[config.mk]
export PLATFORM = sky130hd
export DESIGN_NAME = barrel_shift_decode_flat
export DESIGN_NICKNAME = d
export VERILOG_FILES = /design/src/rtl/barrel_shift_decode_if.sv /design/src/rtl/barrel_shift_decode.sv /design/src/flat_wrapper.sv
export SDC_FILE = /design/constraint.sdc
export NUM_CORES = 1
export LEC_CHECK = 0
export CORE_ASPECT_RATIO = 1.2
export CORE_MARGIN = 5
export CORE_UTILIZATION = 40
export CTS_CLUSTER_DIAMETER = 150
export DETAILED_ROUTE_END_ITERATION = 8
export SETUP_SLACK_MARGIN = 0.5
export SLEW_MARGIN = 0
export SYNTH_ARGS = -nofsm -noshare
export SYNTH_HDL_FRONTEND = slang
export SYNTH_SLANG_ARGS = --single-unit
export TNS_END_PERCENT = 1
[constraint.sdc]
create_clock -name clk -period 5.7 [get_ports clk]
set_clock_uncertainty 0.15 [all_clocks]
set_input_delay 0.855 -clock clk [delete_from_list [all_inputs] [get_ports clk]]
set_output_delay 0.855 -clock clk [all_outputs]
set_load 0.02 [all_outputs]
[src/rtl/barrel_shift_decode_if.sv]
// Handshake and data bundle between a requester and barrel_shift_decode.
interface barrel_shift_decode_if #(
    parameter int unsigned W = 8
);
    localparam int unsigned SW = $clog2(W);

    logic          start;
    logic [W-1:0]  x;
    logic [W-1:0]  y;
    logic          busy;
    logic          done;
    logic          found;
    logic [SW-1:0] shift;
    logic          lr;

    modport master (
        output start, x, y,
        input  busy, done, found, shift, lr
    );

    modport slave (
        input  start, x, y,
        output busy, done, found, shift, lr
    );
endinterface

[src/rtl/barrel_shift_decode.sv]
// Recovers the (direction, amount) pair of a logical barrel shift that maps x onto y by
// walking the candidate list one entry per cycle. All outputs are registered and lag the
// FSM state by one cycle.
module barrel_shift_decode #(
    parameter int unsigned W = 8
) (
    input logic                   clk,
    input logic                   rst,
    barrel_shift_decode_if.slave  bus
);
    localparam int unsigned SW   = $clog2(W);
    localparam int unsigned NC   = 2 * W - 1;
    localparam int unsigned IW   = $clog2(NC);
    localparam logic [IW-1:0] LastIdx = IW'(NC - 1);

    typedef enum logic [1:0] {StIdle, StSearch, StDone} state_e;

    state_e        state_q, state_d;
    logic [IW-1:0] idx_q, idx_d;
    logic [W-1:0]  x_q, y_q;

    logic          res_found_q;
    logic          res_lr_q;
    logic [SW-1:0] res_shift_q;

    logic          busy_q, busy_d;
    logic          done_q, done_d;
    logic          found_q, found_d;
    logic          lr_q, lr_d;
    logic [SW-1:0] shift_q, shift_d;

    logic          accept;
    logic          cand_lr;
    logic [SW-1:0] cand_shift;
    logic [W-1:0]  cand_val;
    logic          match;
    logic          last;

    // busy_q still covers the done cycle (state already IDLE), so a start there is dropped.
    assign accept = (state_q == StIdle) && bus.start && !busy_q;

    // Map the index onto its candidate: left 0..W-1, then right 1..W-1.
    always_comb begin
        cand_lr    = 1'b0;
        cand_shift = idx_q[SW-1:0];
        if (idx_q >= IW'(W)) begin
            cand_lr    = 1'b1;
            cand_shift = SW'(idx_q - IW'(W - 1));
        end
        cand_val = cand_lr ? (x_q >> cand_shift) : (x_q << cand_shift);
        match    = (cand_val == y_q);
        last     = (idx_q == LastIdx);
    end

    // State and candidate index register.
    always_ff @(posedge clk or posedge rst) begin
        if (rst) begin
            state_q <= StIdle;
            idx_q   <= '0;
        end else begin
            state_q <= state_d;
            idx_q   <= idx_d;
        end
    end

    // Next-state logic: one candidate per SEARCH cycle, stop on first match or last index.
    always_comb begin
        state_d = state_q;
        idx_d   = idx_q;
        unique case (state_q)
            StIdle: begin
                if (accept) begin
                    state_d = StSearch;
                    idx_d   = '0;
                end
            end
            StSearch: begin
                if (match || last) begin
                    state_d = StDone;
                end else begin
                    idx_d = idx_q + 1'b1;
                end
            end
            StDone: begin
                state_d = StIdle;
            end
            default: begin
                state_d = StIdle;
            end
        endcase
    end

    // Operand capture and search result latch.
    always_ff @(posedge clk or posedge rst) begin
        if (rst) begin
            x_q         <= '0;
            y_q         <= '0;
            res_found_q <= 1'b0;
            res_lr_q    <= 1'b0;
            res_shift_q <= '0;
        end else begin
            if (accept) begin
                x_q <= bus.x;
                y_q <= bus.y;
            end
            if ((state_q == StSearch) && (match || last)) begin
                res_found_q <= match;
                res_lr_q    <= match ? cand_lr : 1'b0;
                res_shift_q <= match ? cand_shift : '0;
            end
        end
    end

    // Output next values: result fields publish together with the done pulse, then hold.
    always_comb begin
        busy_d  = (state_q != StIdle);
        done_d  = (state_q == StDone);
        found_d = found_q;
        lr_d    = lr_q;
        shift_d = shift_q;
        if (state_q == StDone) begin
            found_d = res_found_q;
            lr_d    = res_lr_q;
            shift_d = res_shift_q;
        end
    end

    // Output registers.
    always_ff @(posedge clk or posedge rst) begin
        if (rst) begin
            busy_q  <= 1'b0;
            done_q  <= 1'b0;
            found_q <= 1'b0;
            lr_q    <= 1'b0;
            shift_q <= '0;
        end else begin
            busy_q  <= busy_d;
            done_q  <= done_d;
            found_q <= found_d;
            lr_q    <= lr_d;
            shift_q <= shift_d;
        end
    end

    assign bus.busy  = busy_q;
    assign bus.done  = done_q;
    assign bus.found = found_q;
    assign bus.lr    = lr_q;
    assign bus.shift = shift_q;
endmodule

[src/flat_wrapper.sv]
// flat-port wrapper written by rule: the top's interface ports become plain ports
module barrel_shift_decode_flat 
#(
    parameter int unsigned W = 8
)
  (clk, rst, bus_start, bus_x, bus_y, bus_busy, bus_done, bus_found, bus_shift, bus_lr);
  barrel_shift_decode_if #(.W(W)) bus_i ();
  input logic clk;
  input logic rst;
  input wire logic [$bits(bus_i.start)-1:0] bus_start;
  input wire logic [$bits(bus_i.x)-1:0] bus_x;
  input wire logic [$bits(bus_i.y)-1:0] bus_y;
  output wire logic [$bits(bus_i.busy)-1:0] bus_busy;
  output wire logic [$bits(bus_i.done)-1:0] bus_done;
  output wire logic [$bits(bus_i.found)-1:0] bus_found;
  output wire logic [$bits(bus_i.shift)-1:0] bus_shift;
  output wire logic [$bits(bus_i.lr)-1:0] bus_lr;
  assign bus_i.start = bus_start;
  assign bus_i.x = bus_x;
  assign bus_i.y = bus_y;
  assign bus_busy = bus_i.busy;
  assign bus_done = bus_i.done;
  assign bus_found = bus_i.found;
  assign bus_shift = bus_i.shift;
  assign bus_lr = bus_i.lr;
  barrel_shift_decode #(.W(W)) u_core (.clk(clk), .rst(rst), .bus(bus_i));
endmodule
# Yosys cells after proc, flatten, opt, wreduce, memory -nomap -nowiden
# Index checks and enable logic that the tools add are counted.
# word_totals
out_inout_bits	7
inputBits	19
elab_cells	45
ff_bits	34
# op_classes
shift	2
magnitude_cmp	1
addsub	2
reduce_logical	10
mux	11
eq_ne	7
# ops
operator	count
$eq A8 B8 Y1	1
$mux W4	2
$mux W8	1
$pmux W4 S2	1
$shl A8 B3 Y8	1
$shr A8 B3 Y8	1
$mux W3	2
$add A4 B1 Y4 const B	1
$eq A4 B4 Y1 const B	1
$ge A4 B4 Y1 const B	1
$mux W2	2
$ne A2 B1 Y1 const B	2
$pmux W2 S2	1
$reduce_bool A2 Y1	2
$logic_and A1 B1 Y1	3
$reduce_and A3 Y1	1
$sub A3 B3 Y3 const B	1
$eq A2 B1 Y1 const B	1
$eq A2 B2 Y1 const B	1
$logic_not A2 Y1	1
$mux W1	2
$ne A2 B2 Y1 const B	1
$reduce_and A2 Y1	1
$logic_not A1 Y1	1
$logic_or A1 B1 Y1	1

# Logic depth before layout (Yosys ltp)
# Gate-level depths: netlist (run 1).
# logic_depth
word_depth	8
mapped_depth	13
ltp_nobuf	10

# Worst setup path before layout (run 1)
# OpenSTA, ideal clock, no wires.
# synth_path
kind	flip-flop to flip-flop
from	register u_core.idx_q[1]
to	register u_core.idx_q[3]
slack_ns	2.265
setup_ns	0.125
period_less_slack_ns	3.435
path_stages_with_launch	12
t_required_ns	5.425
arrival_time_ns	3.160
cell_sequence	dfrtp_1 clkbuf_1 inv_1 ha_1 clkbuf_1 mux4_2 a32oi_1 xnor2_1 a2111o_1 nor4_4 nor3_2 mux2_2
# synth_via
elab_chain_cells	8
word_cells_on_any_way	15
cone_classes	2 x add/sub; 1 x order compare; 3 x eq/ne; 2 x shift; 5 x mux; 2 x reduce/logical
# synth_rtl
element	line	source
from (decl)	barrel_shift_decode.sv:19	logic [IW-1:0] idx_q, idx_d;
from (signal assigned)	barrel_shift_decode.sv:62	idx_q <= idx_d;
$ge A4 B4 Y1 or $sub A3 B3 Y3 (tied branches)	barrel_shift_decode.sv:46, barrel_shift_decode.sv:48	
$mux W3	barrel_shift_decode.sv:46	if (idx_q >= IW'(W)) begin
$shl A8 B3 Y8 or $shr A8 B3 Y8 (tied branches)	barrel_shift_decode.sv:50	cand_val = cand_lr ? (x_q >> cand_shift) : (x_q << cand_shift);
$mux W8	barrel_shift_decode.sv:50	
$eq A8 B8 Y1	barrel_shift_decode.sv:51	match = (cand_val == y_q);
$logic_or A1 B1 Y1	barrel_shift_decode.sv:78	if (match || last) begin
$ne A2 B2 Y1 (no source line)	--	
$reduce_and A3 Y1 (no source line)	--	
# Several ways; a longest one is shown, not always the timed one. The select of a mux whose other input is x is not followed.
# A chain may end at the register's enable or synchronous reset.

# Final worst setup path (run 1)
# layout_path
from	register u_core.idx_q[1]
to	register u_core.res_shift_q[0]
# layout_via
elab_chain_cells	7
word_cells_on_any_way	12
cone_classes	1 x add/sub; 1 x order compare; 2 x eq/ne; 2 x shift; 4 x mux; 2 x reduce/logical
# layout_rtl
element	line	source
$ge A4 B4 Y1 or $sub A3 B3 Y3 (tied branches)	barrel_shift_decode.sv:46, barrel_shift_decode.sv:48	
$mux W3	barrel_shift_decode.sv:46	
$shl A8 B3 Y8 or $shr A8 B3 Y8 (tied branches)	barrel_shift_decode.sv:50	
$mux W8	barrel_shift_decode.sv:50	
$eq A8 B8 Y1	barrel_shift_decode.sv:51	
$logic_or A1 B1 Y1	barrel_shift_decode.sv:106	if ((state_q == StSearch) && (match || last)) begin
$logic_and A1 B1 Y1	barrel_shift_decode.sv:106	
to (signal assigned)	barrel_shift_decode.sv:109	res_shift_q <= match ? cand_shift : '0;
to (decl)	barrel_shift_decode.sv:24	logic [SW-1:0] res_shift_q;
# Several ways; a longest one is shown, not always the timed one.

==> results of run 1 <==
## kinds of logic after synthesis
kind of cell | Yosys count | synth area share [%]
flip-flops | 34 | 37.26
adder cells (fa/ha/maj) | 3 | 1.644
buffers and inverters | 18 | 3.726
AND/OR/NAND/NOR | 64 | 16.71
XOR/XNOR | 9 | 4.110
AO/OA/AOI/OAI | 48 | 14.96
multiplexers | 40 | 21.59
## path summary, 6_finish.rpt
check	cells past startpoint	endpoint	startpoint	slack (ns)
max in group asynchronous	3	u_core.bus.shift[0]$_DFFE_PP0P_	rst	4.28
max reg2reg	10	u_core.res_shift_q[0]$_DFFE_PP0P_	u_core.idx_q[1]$_DFFE_PP0P_	1.80
min	1	u_core.bus.shift[0]$_DFFE_PP0P_	u_core.bus.shift[0]$_DFFE_PP0P_	0.36
max	10	u_core.res_shift_q[0]$_DFFE_PP0P_	u_core.idx_q[1]$_DFFE_PP0P_	1.80
min reg2reg	1	u_core.bus.shift[0]$_DFFE_PP0P_	u_core.bus.shift[0]$_DFFE_PP0P_	0.36
min in group asynchronous	3	u_core.y_q[3]$_DFFE_PP0P_	rst	0.80
## cells in the mapped netlist (all sizes together) (4+ instances only)
cell / instances
nand2: 14
buf: 7
inv: 6
nand2b: 8
xnor2: 6
clkbuf: 5
o21ai: 9
mux2: 24
dfrtp: 34
nand3: 7
mux4: 5
a22o: 4
nor2: 7
o211ai: 6
a21oi: 6
mux2i: 11
nor2b: 5
## sequential cells by signal, summed over array words and instances, names as in the netlist, 2 cells and up
signal,cells
u_core.idx_q,4
u_core.bus.shift,3
u_core.x_q,8
u_core.res_shift_q,3
u_core.y_q,8
u_core.state_q,2
## through the flow
step / hold slack (ns) / std cells / util, % / setup WS [ns]
after global routing: 0.3662 / 304 / 48.14 / 1.558
after global placement: 0.3360 / 296 / 46.11 / 1.888
after floorplan: 0.3120 / 216 / - / 2.265
final: 0.3555 / 304 / 48.14 / 1.801
after detailed placement: 0.3415 / 296 / 46.11 / 1.853
after CTS: 0.3582 / 304 / 48.14 / 1.845
## critical path: stages (launching register included)
cell	delay (ns)
sky130_fd_sc_hd__dfrtp_1	0.70
sky130_fd_sc_hd__inv_1	0.17
sky130_fd_sc_hd__ha_1	0.63
sky130_fd_sc_hd__mux2_2	0.32
sky130_fd_sc_hd__mux4_2	0.52
sky130_fd_sc_hd__o211ai_1	0.22
sky130_fd_sc_hd__and3b_1	0.19
sky130_fd_sc_hd__o22ai_1	0.11
sky130_fd_sc_hd__nor4_4	0.38
sky130_fd_sc_hd__o21ai_2	0.19
sky130_fd_sc_hd__a22o_1	0.21
## power by group
| group | switching, uW | internal [uW] | leakage (uW) | total, uW |
|---|---|---|---|---|
| clock network | 95.5 | 130 | 0.0000504 | 226 |
| logic | 486 | 476 | 0.000641 | 962 |
| registers | 168 | 338 | 0.000429 | 506 |
## layer usage
layer  part of all wire [%]  global-route usage (%)  wire [um]
met5                      0                       0          0
met4                    2.6                   7.880        135
met3                    6.2                   2.724        330
met2                     49                   24.72       2573
met1                     42                   21.31       2241
## layout by cell type, fill, tap and decap left out, types with 3 or more instances in the layout
master / count
sky130_fd_sc_hd__nor2b_1: 5
sky130_fd_sc_hd__clkbuf_8: 5
sky130_fd_sc_hd__mux4_2: 5
sky130_fd_sc_hd__a21oi_1: 6
sky130_fd_sc_hd__a211oi_1: 3
sky130_fd_sc_hd__a22o_1: 4
sky130_fd_sc_hd__dfrtp_1: 34
sky130_fd_sc_hd__o211ai_1: 6
sky130_fd_sc_hd__nand2b_1: 8
sky130_fd_sc_hd__inv_1: 6
sky130_fd_sc_hd__nand2_1: 14
sky130_fd_sc_hd__nand3_1: 7
sky130_fd_sc_hd__nor2_1: 7
sky130_fd_sc_hd__ha_1: 3
sky130_fd_sc_hd__o21ai_0: 8
sky130_fd_sc_hd__clkdlybuf4s50_1: 25
sky130_fd_sc_hd__mux2_2: 24
sky130_fd_sc_hd__buf_4: 3
sky130_fd_sc_hd__xnor2_1: 5
sky130_fd_sc_hd__mux2i_1: 11
## area by class of cell
type,count,share of cell area [%]
multi-input cells,164,50.23
flip-flops and latches,34,31.60
repair buffers,28,10.13
well taps,64,2.974
clock buffers,5,2.556
clock inverters,3,1.673
inverters,6,0.8364
==> tab_implementation.tex, run 1 <==
\begin{tabular}{lr}
\hline
Metric & Value \\
\hline
\multicolumn{2}{l}{\textbf{Logic synthesis}} \\
Async SR Flop Fraction & 100.0\% \\
Number of synthesis warnings & 0 \\
Most used flip-flop cell after synthesis & sky130\_fd\_sc\_hd\_\_dfrtp\_1 \\
Cell type with the highest aggregate area in the netlist & sky130\_fd\_sc\_hd\_\_dfrtp\_1 \\
Sequential area share after synthesis & 37.26\% \\
Post-synthesis cell count & 216 \\
Proportion of netlist area held by the largest area contributor & 37.26\% \\
Post-synthesis cell type count & 58 \\
Number of nets produced by synthesis & 238 \\
EDFF count, synth & 0 \\
Synth top area cells & sky130\_fd\_sc\_hd\_\_dfrtp\_1 37\%, sky130\_fd\_sc\_hd\_\_mux2\_2 12\%, sky130\_fd\_sc\_hd\_\_mux4\_2 4.9\% \\
Mean post-synth cell area & 10.57 sq um \\
Combined area of all synthesized cells & 0.002283 sq mm \\
Number of register bits inferred by synthesis & 34 \\
\multicolumn{2}{l}{\textbf{Die}} \\
Total number of placement rows & 30 \\
Horizontal die dimension & 78.97 um \\
Area inside the core boundary & 0.005593 sq mm \\
Starting density of the core & 40.83\% \\
Die ar. & 0.007326 sq mm \\
Die span in y & 92.77 um \\
IO Pins & 26 \\
\multicolumn{2}{l}{\textbf{GRT}} \\
First-pass GRT wire length & 9.135 mm \\
Number of antenna violations at the first check in global routing & 0 \\
Pin count of the biggest net entering global routing & 35 \\
Number of global-route vias before repair & 1884 \\
Global route overflow & 0 \\
Total routing resource utilization after global routing & 15.94\% \\
\multicolumn{2}{l}{\textbf{Route}} \\
Detailed-router iteration count before antenna repair & 4 \\
Routed wire per std cell & 17.38 um \\
Remaining design rule violation count & 0 \\
Via count & 1794 \\
Antenna viol nets, final & 0 \\
Post-Route WL & 5.282 mm \\
Initial DRC count & 147 \\
Detailed-route vias per instance & 5.901 \\
\multicolumn{2}{l}{\textbf{CTS}} \\
Depth of the CTS H-tree & 2 \\
Worst skew pair latency & 0.29 ns \\
Clock-pin slew reported for the worst setup and hold paths after clock tree synthesis & 0.08 ns \\
Quantity of gates resized following cts & 0 \\
CTS Buffer Depth & 2 \\
Post-CTS setup buffers & 0 \\
Clock tree from TritonCTS & done \\
Clk root buf & sky130\_fd\_sc\_hd\_\_clkbuf\_8 \\
Cts bufs inserted & 5 \\
Total clock sinks & 34 \\
Number of buffers inserted for hold repair after clock tree synthesis & 0 \\
\multicolumn{2}{l}{\textbf{Cells and area}} \\
Ant. Diodes & 0 \\
Multi-input gate area & 0.001353 sq mm \\
Layout overhead on the synthesized area & 17.92\% \\
Layout fillers & 509 \\
Number of nets at the end of the flow & 261 \\
Share of final-layout standard cells stronger than drive strength 1 & 20.00\% \\
Final instance area & 0.002693 sq mm \\
Reg area & 850.8 sq um \\
\multicolumn{2}{l}{\textbf{Timing}} \\
Total Neg Setup Slack & 0 ns \\
Top achievable clock speed & 256.5 MHz \\
Hold Vio Cnt, Final & 0 \\
Final worst path period share & 68.41\% \\
Min cycle time layout & 3.899 ns \\
Max-slew headroom & 46.31\% \\
Final max-slew violation count & 0 \\
Setup violators final & 0 \\
RSZ-0062 raised after global routing & no \\
Slew @ Worst Pin & 0.8054 ns \\
\multicolumn{2}{l}{\textbf{Placement}} \\
Routability congestion estimate & 0.9129 \\
HPWL after detailed placement & 3.817 mm \\
Placed standard-cell area & 0.002579 sq mm \\
Port-buffer cells & 25 \\
\multicolumn{2}{l}{\textbf{Power and ir drop}} \\
Leakage & 0.001120 uW \\
Maximum VDD drop & 0.2431 mV \\
Power density relative to cell area & 629.0 mW/mm\^{}2 \\
Overall power of the completed layout & 1694 uW \\
\multicolumn{2}{l}{\textbf{Setup path}} \\
Crit end category & flip-flop \\
Req. time, crit path & 5.74 ns \\
CP max FO & 18 \\
Crit path launch type & flip-flop \\
Kind of critical path & flip-flop to flip-flop \\
Arrival time worst endpoint & 3.94 ns \\
\multicolumn{2}{l}{\textbf{Run}} \\
MaxCap Viol Count & 0 \\
\multicolumn{2}{l}{\textbf{Hold path}} \\
Path category of the worst min-delay check & flip-flop to flip-flop \\
\multicolumn{2}{l}{\textbf{Outcome}} \\
Run status & complete, no violations \\
\hline
\end{tabular}
Note: power is estimated with default switching activity, not from simulation.
==> run 2, diff against run 1 <==
- clock period: 5.7 -> 3.5 ns (I/O delays scaled with it)
==> run 2 against run 1 <==
Compared with the run above: clock power is 31% higher; worst setup slack worse by 1.3 ns; sequential share of layout area is 2.4 points lower; largest cell class unchanged.
==> tab_implementation.tex, run 2 (same netlist as run 1, synthesis figures left out) <==
\begin{tabular}{lr}
\hline
Metric & Value \\
\hline
\multicolumn{2}{l}{\textbf{Setup path}} \\
Arrival time worst endpoint & 3.07 ns (-0.87 ns) \\
Number of buffers and inverters on the critical path & 2 (+1) \\
Crit end category & flip-flop \\
CP Cell Sequence & buf\_8 -> mux2\_2 -> a211oi\_2 -> a31oi\_1 -> nor4\_1 -> o22ai\_2 -> nor4\_4 -> buf\_6 -> nor3\_2 -> mux2\_2 \\
Critical path's slowest cell & sky130\_fd\_sc\_hd\_\_dfrtp\_2 \\
Largest incremental delay on the critical path & 0.49 ns (-0.21 ns) \\
Family with the most delay on the worst path & simple AND/OR/NAND/NOR gates \\
Kind of critical path & flip-flop to flip-flop \\
Crit path launch type & flip-flop \\
CP max FO & 20 (+2) \\
Library cell appearing most often on the critical path & sky130\_fd\_sc\_hd\_\_mux2\_2 \\
Req. time, crit path & 3.52 ns (-2.22 ns) \\
\multicolumn{2}{l}{\textbf{Power and ir drop}} \\
Psw & 1362 uW (+82\%) \\
Share of total power in the clock network & 9.6\% (-3.7 points) \\
Sequential fraction of design power & 25.7\% (-4.2 points) \\
Maximum VDD drop & 0.4837 mV (+99\%) \\
Combinational group share of total power & 64.7\% (+7.9 points) \\
Leakage & 0.001223 uW (+9.2\%) \\
Sw Ratio & 43.90\% (-0.34 points) \\
Internal & 1740 uW (+84\%) \\
Power density relative to cell area & 1060 mW/mm\^{}2 (+69\%) \\
\multicolumn{2}{l}{\textbf{Timing}} \\
Worst hold margin & 0.3560 ns (+0.0004970 ns) \\
Final max-slew violation count & 0 (unchanged) \\
Hold Vio Cnt, Final & 0 (unchanged) \\
RSZ-0062 raised after global routing & yes \\
Setup violators final & 0 (unchanged) \\
Total Neg Setup Slack & 0 ns (unchanged) \\
Slew @ Worst Pin & 0.9704 ns (+0.1650 ns) \\
Final worst path period share & 87.10\% (+19 points) \\
Top achievable clock speed & 328.0 MHz (+28\%) \\
Max-slew headroom & 35.24\% (-11 points) \\
Min cycle time layout & 3.048 ns (-0.8508 ns) \\
\multicolumn{2}{l}{\textbf{Die}} \\
Die span in y & 92.77 um (unchanged) \\
Horizontal die dimension & 78.97 um (unchanged) \\
Area inside the core boundary & 0.005593 sq mm (unchanged) \\
IO Pins & 26 (unchanged) \\
Total number of placement rows & 30 (unchanged) \\
Starting density of the core & 40.83\% (unchanged) \\
Die ar. & 0.007326 sq mm (unchanged) \\
\multicolumn{2}{l}{\textbf{CTS}} \\
Clock-pin slew reported for the worst setup and hold paths after clock tree synthesis & 0.07 ns (about the same) \\
Worst skew pair latency & 0.29 ns (about the same) \\
Depth of the CTS H-tree & 2 (unchanged) \\
Number of buffers inserted for hold repair after clock tree synthesis & 0 (unchanged) \\
Total clock sinks & 34 (unchanged) \\
CTS Buffer Depth & 2 (unchanged) \\
Clk root buf & sky130\_fd\_sc\_hd\_\_clkbuf\_8 \\
Clock tree from TritonCTS & done \\
Cts bufs inserted & 5 (unchanged) \\
\multicolumn{2}{l}{\textbf{GRT}} \\
Global route overflow & 0 (unchanged) \\
Number of antenna violations at the first check in global routing & 0 (unchanged) \\
Pin count of the biggest net entering global routing & 26 (-26\%) \\
Number of global-route vias before repair & 1950 (+3.5\%) \\
Total routing resource utilization after global routing & 17.37\% (+1.4 points) \\
First-pass GRT wire length & 9.949 mm (+8.9\%) \\
\multicolumn{2}{l}{\textbf{Placement}} \\
Placed standard-cell area & 0.002663 sq mm (+3.3\%) \\
HPWL after detailed placement & 4.042 mm (+5.9\%) \\
Routability congestion estimate & 0.8533 (-6.5\%) \\
Port-buffer cells & 25 (unchanged) \\
\multicolumn{2}{l}{\textbf{Route}} \\
Detailed-router iteration count before antenna repair & 6 (+2) \\
Routed wire per std cell & 18.37 um (+5.7\%) \\
Antenna viol nets, final & 0 (unchanged) \\
Remaining design rule violation count & 0 (unchanged) \\
Detailed-route vias per instance & 5.937 (+0.61\%) \\
Via count & 1894 (+5.6\%) \\
Initial DRC count & 211 (+44\%) \\
Post-Route WL & 5.861 mm (+11\%) \\
\multicolumn{2}{l}{\textbf{Cells and area}} \\
Commonest non-fill, non-tap cell in the layout & sky130\_fd\_sc\_hd\_\_dfrtp\_1 \\
Share of final-layout standard cells stronger than drive strength 1 & 29.02\% (+9.0 points) \\
Biggest regs & u\_core.x\_q x8, u\_core.y\_q x8, u\_core.idx\_q x4 \\
Reg area & 853.3 sq um (+0.29\%) \\
Final Core Density & 52.30\% (+4.2 points) \\
Multi-input gate area & 0.001453 sq mm (+7.4\%) \\
Number of nets at the end of the flow & 276 (+5.7\%) \\
Final instance area & 0.002925 sq mm (+8.6\%) \\
Ant. Diodes & 0 (unchanged) \\
Most used cells in the layout excluding fill and tap cells & 32 x sky130\_fd\_sc\_hd\_\_dfrtp\_1, 25 x sky130\_fd\_sc\_hd\_\_clkdlybuf4s50\_1, 23 x sky130\_fd\_sc\_hd\_\_mux2\_2 \\
Layout overhead on the synthesized area & 28.11\% \\
Layout fillers & 483 (-5.1\%) \\
\multicolumn{2}{l}{\textbf{Run}} \\
MaxCap Viol Count & 0 (unchanged) \\
\multicolumn{2}{l}{\textbf{Hold path}} \\
Path category of the worst min-delay check & flip-flop to flip-flop \\
\multicolumn{2}{l}{\textbf{Outcome}} \\
Run status & complete, no violations \\
\hline
\end{tabular}
run 2: changes by cell type in the layout (fill, tap and decap cells not counted), moves of 2 or more:
cell                         previous run  this run
sky130_fd_sc_hd__o21ai_1                0         2
sky130_fd_sc_hd__clkinvlp_4             2         0
sky130_fd_sc_hd__a21boi_0               2         0
sky130_fd_sc_hd__buf_4                  3        13
sky130_fd_sc_hd__inv_1                  6         4
sky130_fd_sc_hd__ha_4                   0         2
sky130_fd_sc_hd__dfrtp_2                0         2
sky130_fd_sc_hd__o21ai_0                8         6
sky130_fd_sc_hd__a21boi_1               0         2
sky130_fd_sc_hd__dfrtp_1               34        32
sky130_fd_sc_hd__buf_12                 0         2
sky130_fd_sc_hd__ha_1                   3         1
run 2: per-stage QoR:
step	cells	worst slack, ns	power (uW)
after floorplan	216	0.3803	2119
after global placement	301	0.05778	2554
after detailed placement	301	0.04340	2541
after CTS	317	0.4846	3036
after global routing	319	0.2692	3347
final	319	0.4515	3102
run 2: layout make-up:
cell class / count / area share [%]
repair buffers: 43 / 14.29
clock buffers: 7 / 2.951
flip-flops and latches: 34 / 29.17
inverters: 6 / 1.027
well taps: 64 / 2.737
multi-input cells: 164 / 49.66
clock inverters: 1 / 0.1711
run 2: final timing paths:
kind | startpoint | end | slack, ns | cells past startpoint
min in group asynchronous | rst | u_core.res_shift_q[1]$_DFFE_PP0P_ | 0.62 | 2
max | u_core.idx_q[0]$_DFFE_PP0P_ | u_core.idx_q[3]$_DFFE_PP0P_ | 0.45 | 10
min reg2reg | u_core.bus.lr$_DFFE_PP0P_ | u_core.bus.lr$_DFFE_PP0P_ | 0.36 | 1
max reg2reg | u_core.idx_q[0]$_DFFE_PP0P_ | u_core.idx_q[3]$_DFFE_PP0P_ | 0.45 | 10
min | u_core.bus.lr$_DFFE_PP0P_ | u_core.bus.lr$_DFFE_PP0P_ | 0.36 | 1
max in group asynchronous | rst | u_core.bus.busy$_DFF_PP0_ | 1.88 | 3
run 2: timing repair:
item | 4_1_cts | 5_1_grt
buffers inserted | 8 | 2
pin swaps | 9 | 6
setup endpoints to repair | 11 | 11
resized for setup | 15 | 2
run 2: per-layer routing:
| metal | share of wire [%] | up-vias | wire length, um | track usage (%) |
|---|---|---|---|---|
| li1 | - | 880 | - | - |
| met1 | 43 | 939 | 2511 | 22.19 |
| met2 | 50 | 56 | 2914 | 28.37 |
| met3 | 4.2 | 19 | 248 | 3.307 |
| met4 | 3.2 | 0 | 186 | 7.593 |
| met5 | 0 | - | 0 | 0 |
run 2: power by group through the flow:
stage | combinational, uW | clock (uW) | sequential (uW)
after global routing | 2200 | 328 | 824
after global placement | 1750 | 0 | 800
after detailed placement | 1750 | 0 | 795
final | 2010 | 296 | 797
after floorplan | 1420 | 0 | 704
after CTS | 1930 | 309 | 798
